===== src/rtl/stream_receiver.sv =====
// Receiving end of the counter stream: buffers strobed words in a FIFO, throttles the source
// and flags words that do not follow their predecessor by exactly one.
module stream_receiver #(
  parameter int unsigned DEPTH = 4,
  parameter int unsigned WIDTH = 16
) (
  input  logic                       clk,
  input  logic                       rst,
  input  logic                       in_valid,
  input  logic [WIDTH-1:0]           in_data,
  output logic                       src_en,
  input  logic                       rd_en,
  output logic                       rd_valid,
  output logic [WIDTH-1:0]           rd_data,
  output logic [$clog2(DEPTH):0]     level,
  output logic                       seq_err,
  output logic [7:0]                 err_cnt,
  output logic                       ovf
);

  localparam int unsigned AW = $clog2(DEPTH);
  localparam int unsigned LW = AW + 1;

  typedef enum logic [0:0] {StUnarmed, StArmed} chk_state_e;

  logic [WIDTH-1:0] mem [DEPTH];
  logic [AW-1:0]    wr_ptr_q, rd_ptr_q;
  logic [LW-1:0]    level_q, level_d;
  logic             rd_valid_q;
  logic [WIDTH-1:0] rd_data_q;
  logic             ovf_q;
  logic             full, do_wr, do_rd, drop;

  chk_state_e       state_q, state_d;
  logic [WIDTH-1:0] exp_q, exp_d;
  logic             seq_err_q, seq_err_d;
  logic [7:0]       err_cnt_q;

  always_comb begin
    full  = (level_q == LW'(DEPTH));
    do_rd = rd_en && (level_q != '0);
    // A full FIFO still accepts a word when the same cycle frees a slot.
    do_wr = in_valid && (!full || do_rd);
    drop  = in_valid && full && !rd_en;
    // Keep one slot spare for the word already in flight from the registered source.
    src_en = !rst && (level_q <= LW'(DEPTH - 2));
  end

  always_comb begin
    level_d = level_q;
    unique case ({do_wr, do_rd})
      2'b10:   level_d = level_q + LW'(1);
      2'b01:   level_d = level_q - LW'(1);
      default: level_d = level_q;
    endcase
  end

  always_ff @(posedge clk) begin
    if (do_wr) mem[wr_ptr_q] <= in_data;
  end

  always_ff @(posedge clk or posedge rst) begin
    if (rst) begin
      wr_ptr_q   <= '0;
      rd_ptr_q   <= '0;
      level_q    <= '0;
      rd_valid_q <= 1'b0;
      rd_data_q  <= '0;
      ovf_q      <= 1'b0;
    end else begin
      level_q    <= level_d;
      rd_valid_q <= do_rd;
      if (do_wr) wr_ptr_q <= wr_ptr_q + AW'(1);
      if (do_rd) begin
        rd_ptr_q  <= rd_ptr_q + AW'(1);
        rd_data_q <= mem[rd_ptr_q];
      end
      if (drop) ovf_q <= 1'b1;
    end
  end

  // Every strobed word, stored or dropped, feeds the checker and reloads the expectation.
  always_comb begin
    state_d   = state_q;
    exp_d     = exp_q;
    seq_err_d = 1'b0;
    if (in_valid) begin
      exp_d   = in_data + WIDTH'(1);
      state_d = StArmed;
      if (state_q == StArmed && in_data != exp_q) seq_err_d = 1'b1;
    end
  end

  always_ff @(posedge clk or posedge rst) begin
    if (rst) begin
      state_q   <= StUnarmed;
      exp_q     <= '0;
      seq_err_q <= 1'b0;
      err_cnt_q <= '0;
    end else begin
      state_q   <= state_d;
      exp_q     <= exp_d;
      seq_err_q <= seq_err_d;
      if (seq_err_d && err_cnt_q != 8'hFF) err_cnt_q <= err_cnt_q + 8'd1;
    end
  end

  assign rd_valid = rd_valid_q;
  assign rd_data  = rd_data_q;
  assign level    = level_q;
  assign seq_err  = seq_err_q;
  assign err_cnt  = err_cnt_q;
  assign ovf      = ovf_q;

endmodule


===== config.mk =====
export PLATFORM = sky130hd
export DESIGN_NAME = stream_receiver
export DESIGN_NICKNAME = d
export VERILOG_FILES = /design/src/rtl/stream_receiver.sv
export SDC_FILE = /design/constraint.sdc
export NUM_CORES = 1
export LEC_CHECK = 0
export ABC_AREA = 1
export ABC_CLOCK_PERIOD_IN_PS = 9700
export CAP_MARGIN = 20
export CORE_MARGIN = 3
export CORE_UTILIZATION = 50
export DETAILED_ROUTE_END_ITERATION = 16
export PLACE_DENSITY = 0.71
export RECOVER_POWER = 25
export SYNTH_ARGS = -nofsm -noshare
export SYNTH_HDL_FRONTEND = slang
export SYNTH_SLANG_ARGS = --single-unit

===== constraint.sdc =====
create_clock -name clk -period 9.7 [get_ports clk]
set_input_delay 2.91 -clock clk [delete_from_list [all_inputs] [get_ports clk]]
set_output_delay 2.91 -clock clk [all_outputs]
set_load 0.01 [all_outputs]

==> flow_metrics.tcl, run 1 <==
set metrics [dict create \
    rsz0062_at_grt "false" \
    min_path_cells 1 \
    hold_viol_final 0 \
    postCtsHoldBufs 0 \
    outcome "finished clean" \
    p_total_mw 1.82 \
    wl_met1_mm 4.76 \
    clock_skew_ns 0.0121 \
    min_period_ns 7.63 \
    reg2reg_depth 12 \
    layout_commonest_cell "nor2_1" \
    topRoutingLayerUsed "met4" \
    leakage_nw 2.70 \
    finalNonFillerCells 738 \
    crit_path_start "rst" \
    fmax_ghz 0.131 \
    synth_area_um2 5210 \
    post_drt_wl_per_cell_um 14.5 \
    finalNetCount 619 \
    dieArea_um2 11700 \
    cts_tree "built" \
    p_per_area_nw_per_um2 283 \
    crit_arrival_ns 4.72 \
    pwr-share-clk 0.342 \
    grt_pass1_wl_mm 17.8 \
    mostFrequentLayoutCells "nor2_1 (102), nand2_1 (97), edfxtp_1 (64)" \
    grt_max_degree 53 \
    drt_iter0_markers 231 \
    place_area_um2 5840 \
    wirelength_mm 10.7 \
    clkTransAtPathRegs_ns 0.06 \
    pwr-share-seq 0.391 \
    synthToLayoutAreaGrowth_pct 23.7 \
    initial_core_util 0.523 \
    fin_ws_ns 2.07 \
    stdcell_area_um2 6440 \
    io_buffers 50 \
    crit_required_ns 6.79 \
    die_x_um 108 \
    htree_num_levels 4 \
    synth_cells 534 \
    finalCritPeriodShare 0.787 \
    core_area_um2 9950 \
    insertedDiodeCount 0 \
    antenna_found_initial 0 \
    die_h_um 108 \
    cp-end-kind "primary output" \
    gp_congestion 0.817 \
    crit_path_max_fanout 52 \
    numClockSinks 115 \
    hold_path_class "reg2reg" \
    met2WireLength_mm 5.37 \
    maxCapViolations 0 \
    ys_ff_latch 115 \
    hold_start "state_q" \
    worstSetupPathType "in2out" \
    worstMarginPinSlew_ns 0.905 \
    synth.net_count 561 \
    clkLatencyLatePin_ns 0.51 \
    start_kind "input port" \
    synth-warning-count 0 \
    async_flop_share 0.443 \
    hpwlAfterDp_mm 6.62 \
    grt_pass1_vias 3686 \
    finalMaxSlewViolations 0 \
    viasPerCell 5.15 \
    grt_overflow 0 \
    globalRouteTotalUtil 0.199 \
    yosys.cell_types.count 35 \
    postCtsSetupRepairBufs 0 \
    switching_share 0.314 \
    synth_seq_area_share 0.614 \
    p_sw_mw 0.572 \
    cts-root-buf "clkbuf_8" \
    boundaryPins 51 \
    antenna_left 0 \
    dp_slack_ns 2.01 \
    wl_met3_um 396 \
    cts_max_path_buffers 2 \
    drt_first_pass_iters 4 \
    relSlewSlack 0.395 \
    rows 36 \
    avgSynthCellArea_um2 9.75 \
    ir_drop_mv 0.131 \
    cts_resized 0 \
    synth_ff_type "edfxtp_1" \
    synth_edf_count 64 \
    cellInternalPower_mw 1.25 \
    dp.cells 706 \
    drc_errors 0 \
    fillers 798 \
    setup_viol 0 \
    timing.rr.start "level[0]" \
    drive_gt1_frac 0.124 \
    numCtsBuffers 17 \
    finalSetupTns_ns 0 \
    comb_power_share 0.267 \
    dr_total_vias 3803 \
]
-- registers in the layout (all words and copies together), names as in the netlist --
name and count:
err_cnt 8, exp_q 16, level 3, mem 64, ovf 1, rd_data 16, rd_ptr_q 2, rd_valid 1
seq_err 1, state_q 1, wr_ptr_q 2
-- per-layer routing --
metal,vias up,global-route usage
met2,88,0.339
met5,-,0
li1,1886,-
met1,1818,0.251
met3,11,0.0496
met4,0,0.0649
-- critical path: stages --
cell             delay, ns
clkdlybuf4s50_1       0.41
inv_2                 0.05
buf_4                 0.55
o211ai_1              0.17
inv_1                 0.08
clkdlybuf4s50_1       0.53
-- layout make-up --
type | instances | area (um2) | area share
timing repair buffer | 56 | 546 | 0.0847
clock buffer | 18 | 428 | 0.0664
tap | 133 | 166 | 0.0258
multi-input combinational | 344 | 1710 | 0.265
sequential | 115 | 3200 | 0.496
inverter | 58 | 218 | 0.0338
clock inverter | 14 | 178 | 0.0276
-- power groups by stage --
| stage | logic [mW] | clock network, mW | registers (mW) |
|---|---|---|---|
| 2_1_floorplan | 0.284 | 0 | 0.724 |
| 3_3_place_gp | 0.475 | 0 | 0.717 |
| 3_5_place_dp | 0.490 | 0 | 0.721 |
| 4_1_cts | 0.495 | 0.632 | 0.714 |
| 5_1_grt | 0.547 | 0.657 | 0.726 |
| 6_report | 0.486 | 0.624 | 0.712 |
-- per-stage QoR --
step | util | hold slack (ns)
floorplan | - | 0.437
global placement | 0.587 | 0.453
detailed placement | 0.587 | 0.451
CTS | 0.648 | 0.468
global route | 0.647 | 0.504
finish | 0.647 | 0.471
-- logic make-up after synthesis --
logic type,share of synthesized area
compound gates,0.0841
xor+xnor,0.0235
fa+ha+maj,0.0183
buf+inv,0.0569
flops,0.614
simple gates,0.203
-- synthesized netlist by cell type, types with 3 or more instances --
cell      number  area (um2)
nand4_1        8        50.1
o22ai_1        3        18.8
o21ai_0       40         200
inv_1         40         150
a21oi_1        3        15.0
inv_2         16        60.1
o21ai_1        8        40.0
nor2_4         3        33.8
nand2_2        5        31.3
xnor2_1        3        26.3
buf_2          9        45.0
a31oi_1       17         106
nor2_1       102         383
nor3_1         7        35.0
nor2_2         3        18.8
edfxtp_1      64        1920
clkbuf_1       7        26.3
ha_1           6        75.1
dfrtp_1       51        1280
nand3_1       15        75.1
xor2_1        11        96.3
nand2_1       97         364
-- final timing paths --
check                      slack, ns    endpoint
min in group asynchronous       2.91         ovf
hold reg to reg                 0.47     state_q
setup / recovery                2.07      src_en
hold / removal                  0.47     state_q
setup reg to reg                7.17    level[2]
max in group asynchronous       6.32  rd_data[8]
(Power assumes the default switching activity.)
==> run 2: changes to the inputs <==
--- a/config.mk
+++ b/config.mk
@@ -6,12 +6,12 @@
 export NUM_CORES = 1
 export LEC_CHECK = 0
 export ABC_AREA = 1
-export ABC_CLOCK_PERIOD_IN_PS = 9700
+export ABC_CLOCK_PERIOD_IN_PS = 6800
 export CAP_MARGIN = 20
 export CORE_MARGIN = 3
 export CORE_UTILIZATION = 50
 export DETAILED_ROUTE_END_ITERATION = 16
-export PLACE_DENSITY = 0.71
+export PLACE_DENSITY = 0.74
 export RECOVER_POWER = 25
 export SYNTH_ARGS = -nofsm -noshare
 export SYNTH_HDL_FRONTEND = slang
==> constraint.sdc (replaced) <==
create_clock -name clk -period 6.8 [get_ports clk]
set_input_delay 2.04 -clock clk [delete_from_list [all_inputs] [get_ports clk]]
set_output_delay 2.04 -clock clk [all_outputs]
set_load 0.01 [all_outputs]
==> flow_metrics.tcl, run 2 (synthesis gave the netlist of run 1 again) <==
set metrics [dict create \
    setup_viol 0 \
    r2r-end "level[2]" \
    min_path_cells 1 \
    grt_max_degree 52 \
    finalNonFillerCells 739 \
    outcome "finished clean" \
    p_per_area_nw_per_um2 403 \
    finalCritPeriodShare 0.766 \
    relSlewSlack 0.346 \
    start_kind "input port" \
    dp_slack_ns 1.58 \
    hold_start "state_q" \
    dr_total_vias 3812 \
    crit_path_max_fanout 2 \
    viasPerCell 5.16 \
    min_period_ns 5.21 \
    leakage_nw 2.70 \
    reg2reg_depth 12 \
    globalRouteTotalUtil 0.201 \
    maxCapViolations 0 \
    clkLatencyLatePin_ns 0.51 \
    die_x_um 108 \
    cts_tree "built" \
    io_buffers 50 \
    mostFrequentLayoutCells "nor2_1 (102), nand2_1 (97), edfxtp_1 (64)" \
    numCtsBuffers 17 \
    finalSetupTns_ns 0 \
    synthToLayoutAreaGrowth_pct 23.8 \
    htree_num_levels 4 \
    cp-end-kind "primary output" \
    worstSetupPathType "in2out" \
    grt_pass1_wl_mm 17.9 \
    rsz0062_at_grt "false" \
    fmax_ghz 0.192 \
    multiInputGateArea_um2 1710 \
    rows 36 \
    dieArea_um2 11700 \
    core_area_um2 9950 \
    numClockSinks 115 \
    worstMarginPinSlew_ns 0.981 \
    grt_overflow 0 \
    ir_drop_mv 0.177 \
    layout_commonest_cell "nor2_1" \
    cts_max_path_buffers 2 \
    hold_viol_final 0 \
    stdcell_area_um2 6450 \
    antenna_found_initial 0 \
    crit_arrival_ns 3.17 \
    drt_iter0_markers 262 \
    utilization 0.648 \
    largest_reg_flops 64 \
    post_drt_wl_per_cell_um 14.6 \
    wirelength_mm 10.8 \
    grt_pass1_vias 3786 \
    cts-root-buf "clkbuf_8" \
    dp.cells 707 \
    timing.rr.start "level[0]" \
    antenna_left 0 \
    fin_ws_ns 1.59 \
    place_area_um2 5850 \
    drc_errors 0 \
    boundaryPins 51 \
    hpwlAfterDp_mm 6.94 \
    r2r_slack_ns 4.48 \
    clock_skew_ns 0.00802 \
    finalNetCount 620 \
    clkTransAtPathRegs_ns 0.05 \
    insertedDiodeCount 0 \
    drive_gt1_frac 0.120 \
    drt_first_pass_iters 7 \
    regMostFlops "mem" \
    finalMaxSlewViolations 0 \
    gp_congestion 0.812 \
    die_h_um 108 \
    cts_resized 0 \
    hold_path_class "reg2reg" \
    seqCellArea_um2 3200 \
    fillers 761 \
    initial_core_util 0.523 \
    postCtsSetupRepairBufs 0 \
    min_to "state_q" \
    postCtsHoldBufs 0 \
    crit_required_ns 4.76 \
]
==> run 2: critical path: stages <==
cell and delay [ns]:
clkdlybuf4s50_1 0.41, inv_2 0.06, o211ai_1 0.07, inv_1 0.06, clkdlybuf4s50_1 0.53
==> run 2: final cells by class <==
class	count	share of cell area
flip-flops and latches	115	0.496
multi-input cells	344	0.266
repair buffers	57	0.0858
clock buffers	23	0.0724
inverters	58	0.0338
well taps	133	0.0258
clock inverters	9	0.0202
==> run 2: how the worst max path moves through the flow <==
stage                     start      to
after floorplan             rst  src_en
after global placement      rst  src_en
after detailed placement    rst  src_en
after CTS                   rst  src_en
after global routing        rst  src_en
final                       rst  src_en
==> run 2: per-layer routing <==
layer	global-route usage	part of all wire
met1	0.249	0.44
met4	0.0848	0.023
met2	0.325	0.48
met3	0.0657	0.053
met5	0	0
==> run 2: through the flow <==
step / power, mW / hold slack, ns
floorplan: 1.44 / 0.437
global placement: 1.70 / 0.450
detailed placement: 1.73 / 0.456
CTS: 2.62 / 0.473
global route: 2.76 / 0.502
finish: 2.60 / 0.472
==> run 2: power breakdown <==
group	internal (mW)	switching [mW]
Clock	0.585	0.297
Combinational	0.300	0.406
Sequential	0.916	0.0973
==> run 3: changes to the inputs <==
--- a/config.mk
+++ b/config.mk
@@ -6,12 +6,12 @@
 export NUM_CORES = 1
 export LEC_CHECK = 0
 export ABC_AREA = 1
-export ABC_CLOCK_PERIOD_IN_PS = 6800
+export ABC_CLOCK_PERIOD_IN_PS = 5380
 export CAP_MARGIN = 20
 export CORE_MARGIN = 3
 export CORE_UTILIZATION = 50
 export DETAILED_ROUTE_END_ITERATION = 16
-export PLACE_DENSITY = 0.74
+export PLACE_DENSITY = 0.71
 export RECOVER_POWER = 25
 export SYNTH_ARGS = -nofsm -noshare
 export SYNTH_HDL_FRONTEND = slang
==> constraint.sdc (replaced) <==
create_clock -name clk -period 5.38 [get_ports clk]
set_input_delay 1.614 -clock clk [delete_from_list [all_inputs] [get_ports clk]]
set_output_delay 1.614 -clock clk [all_outputs]
set_load 0.01 [all_outputs]
==> flow_metrics.tcl, run 3 (synthesis gave the netlist of run 1 again) <==
set metrics [dict create \
    dr_total_vias 3785 \
    boundaryPins 51 \
    cts_max_path_buffers 2 \
    path_common_cell "clkdlybuf4s50_1" \
    worstPathCellList "clkdlybuf4s50_1 > inv_2 > o211ai_1 > inv_1 > clkdlybuf4s50_1" \
    cp-end-kind "primary output" \
    maxCapViolations 0 \
    postCtsHoldBufs 0 \
    initial_core_util 0.523 \
    gp_congestion 0.780 \
    p_per_area_nw_per_um2 498 \
    min_period_ns 4.36 \
    rsz0062_at_grt "false" \
    worstMarginPinSlew_ns 1.05 \
    ir_drop_mv 0.214 \
    crit_path_max_fanout 2 \
    core_area_um2 9950 \
    cts-root-buf "clkbuf_8" \
    critPathSlowestCell "clkdlybuf4s50_1" \
    post_drt_wl_per_cell_um 14.4 \
    clock_skew_ns 0.0135 \
    leakage_nw 2.68 \
    r2r-end "level[2]" \
    mostFrequentLayoutCells "nor2_1 (102), nand2_1 (97), edfxtp_1 (64)" \
    globalRouteTotalUtil 0.200 \
    finalCritPeriodShare 0.811 \
    drive_gt1_frac 0.124 \
    start_kind "input port" \
    crit_required_ns 3.77 \
    dp_slack_ns 0.997 \
    relSlewSlack 0.299 \
    hold_start "state_q" \
    hold_viol_final 0 \
    timing.rr.start "level[0]" \
    hpwlAfterDp_mm 6.76 \
    insertedDiodeCount 0 \
    reg2reg_depth 12 \
    numCtsBuffers 17 \
    grt_overflow 0 \
    outcome "finished clean" \
    numClockSinks 115 \
    dieArea_um2 11700 \
    viasPerCell 5.12 \
    grt_pass1_wl_mm 17.9 \
    postCtsSetupRepairBufs 0 \
    slowest_delay_ns 0.52 \
    drt_first_pass_iters 5 \
    regMostFlops "mem" \
    die_h_um 108 \
    fmax_ghz 0.229 \
    synthToLayoutAreaGrowth_pct 22.8 \
    drc_errors 0 \
    fin_ws_ns 1.02 \
    multiInputGateArea_um2 1710 \
    rows 36 \
    cts_tree "built" \
    clkTransAtPathRegs_ns 0.06 \
    layout_commonest_cell "nor2_1" \
    finalSetupTns_ns 0 \
    hold_path_class "reg2reg" \
    antenna_found_initial 0 \
    holdWs_ns 0.472 \
    crit_arrival_ns 2.75 \
    io_buffers 50 \
    grt_max_degree 52 \
    cts_resized 0 \
    drt_iter0_markers 198 \
    wirelength_mm 10.6 \
    die_x_um 108 \
    largest_reg_flops 64 \
    min_to "state_q" \
    clkLatencyLatePin_ns 0.52 \
    r2r_slack_ns 3.07 \
    fillers 799 \
    seqCellArea_um2 3200 \
    finalMaxSlewViolations 0 \
    htree_num_levels 4 \
    grt_pass1_vias 3693 \
    finalNetCount 620 \
    setup_viol 0 \
    antenna_left 0 \
    worstSetupPathType "in2out" \
    min_path_cells 1 \
]
run 3: cell types whose count changed in the layout (fill, tap and decap cells not counted):
cell       before  now
inv_6           0    2
clkbuf_8        4    1
clkbuf_1        4    2
bufinv_16       3    1
buf_6           1    0
clkinv_4        0    5
buf_4           5    6
run 3: worst max path at each step:
stage	cells after the start	startpoint	slack (ns)	endpoint
floorplan	3	rst	0.73	src_en
global placement	5	rst	1.0	src_en
detailed placement	5	rst	1.0	src_en
CTS	5	rst	1.0	src_en
global route	5	rst	0.96	src_en
finish	5	rst	1.02	src_en
run 3: critical path: cells and delay by family:
family | cells | cell delay, ns
buffers and inverters | 4 | 1.05
AO/OA/AOI/OAI | 1 | 0.08
run 3: final cells by class:
type                       instances  area share
clock buffer                      18      0.0653
timing repair buffer              57      0.0859
tap                              133      0.0260
sequential                       115       0.500
clock inverter                    14      0.0205
inverter                          58      0.0340
multi-input combinational        344       0.268
run 3: per-layer routing:
layer	share of wire	track usage	vias to the layer above
met2	0.50	0.331	74
met4	0.0071	0.0595	0
met3	0.045	0.0615	8
met5	0	0	-
met1	0.45	0.256	1822
li1	-	-	1881
run 3: metrics by stage:
stage | std cells | utilization | power [mW] | instance area, um2
floorplan | 534 | - | 1.82 | 5210
global placement | 707 | 0.588 | 2.16 | 5850
detailed placement | 707 | 0.588 | 2.19 | 5850
CTS | 739 | 0.643 | 3.22 | 6400
global route | 739 | 0.642 | 3.39 | 6390
finish | 739 | 0.642 | 3.19 | 6390
run 3: power breakdown:
| part | switching, mW | total, mW | internal, mW |
|---|---|---|---|
| Sequential | 0.133 | 1.29 | 1.16 |
| Clock | 0.408 | 1.02 | 0.615 |
| Combinational | 0.496 | 0.873 | 0.377 |
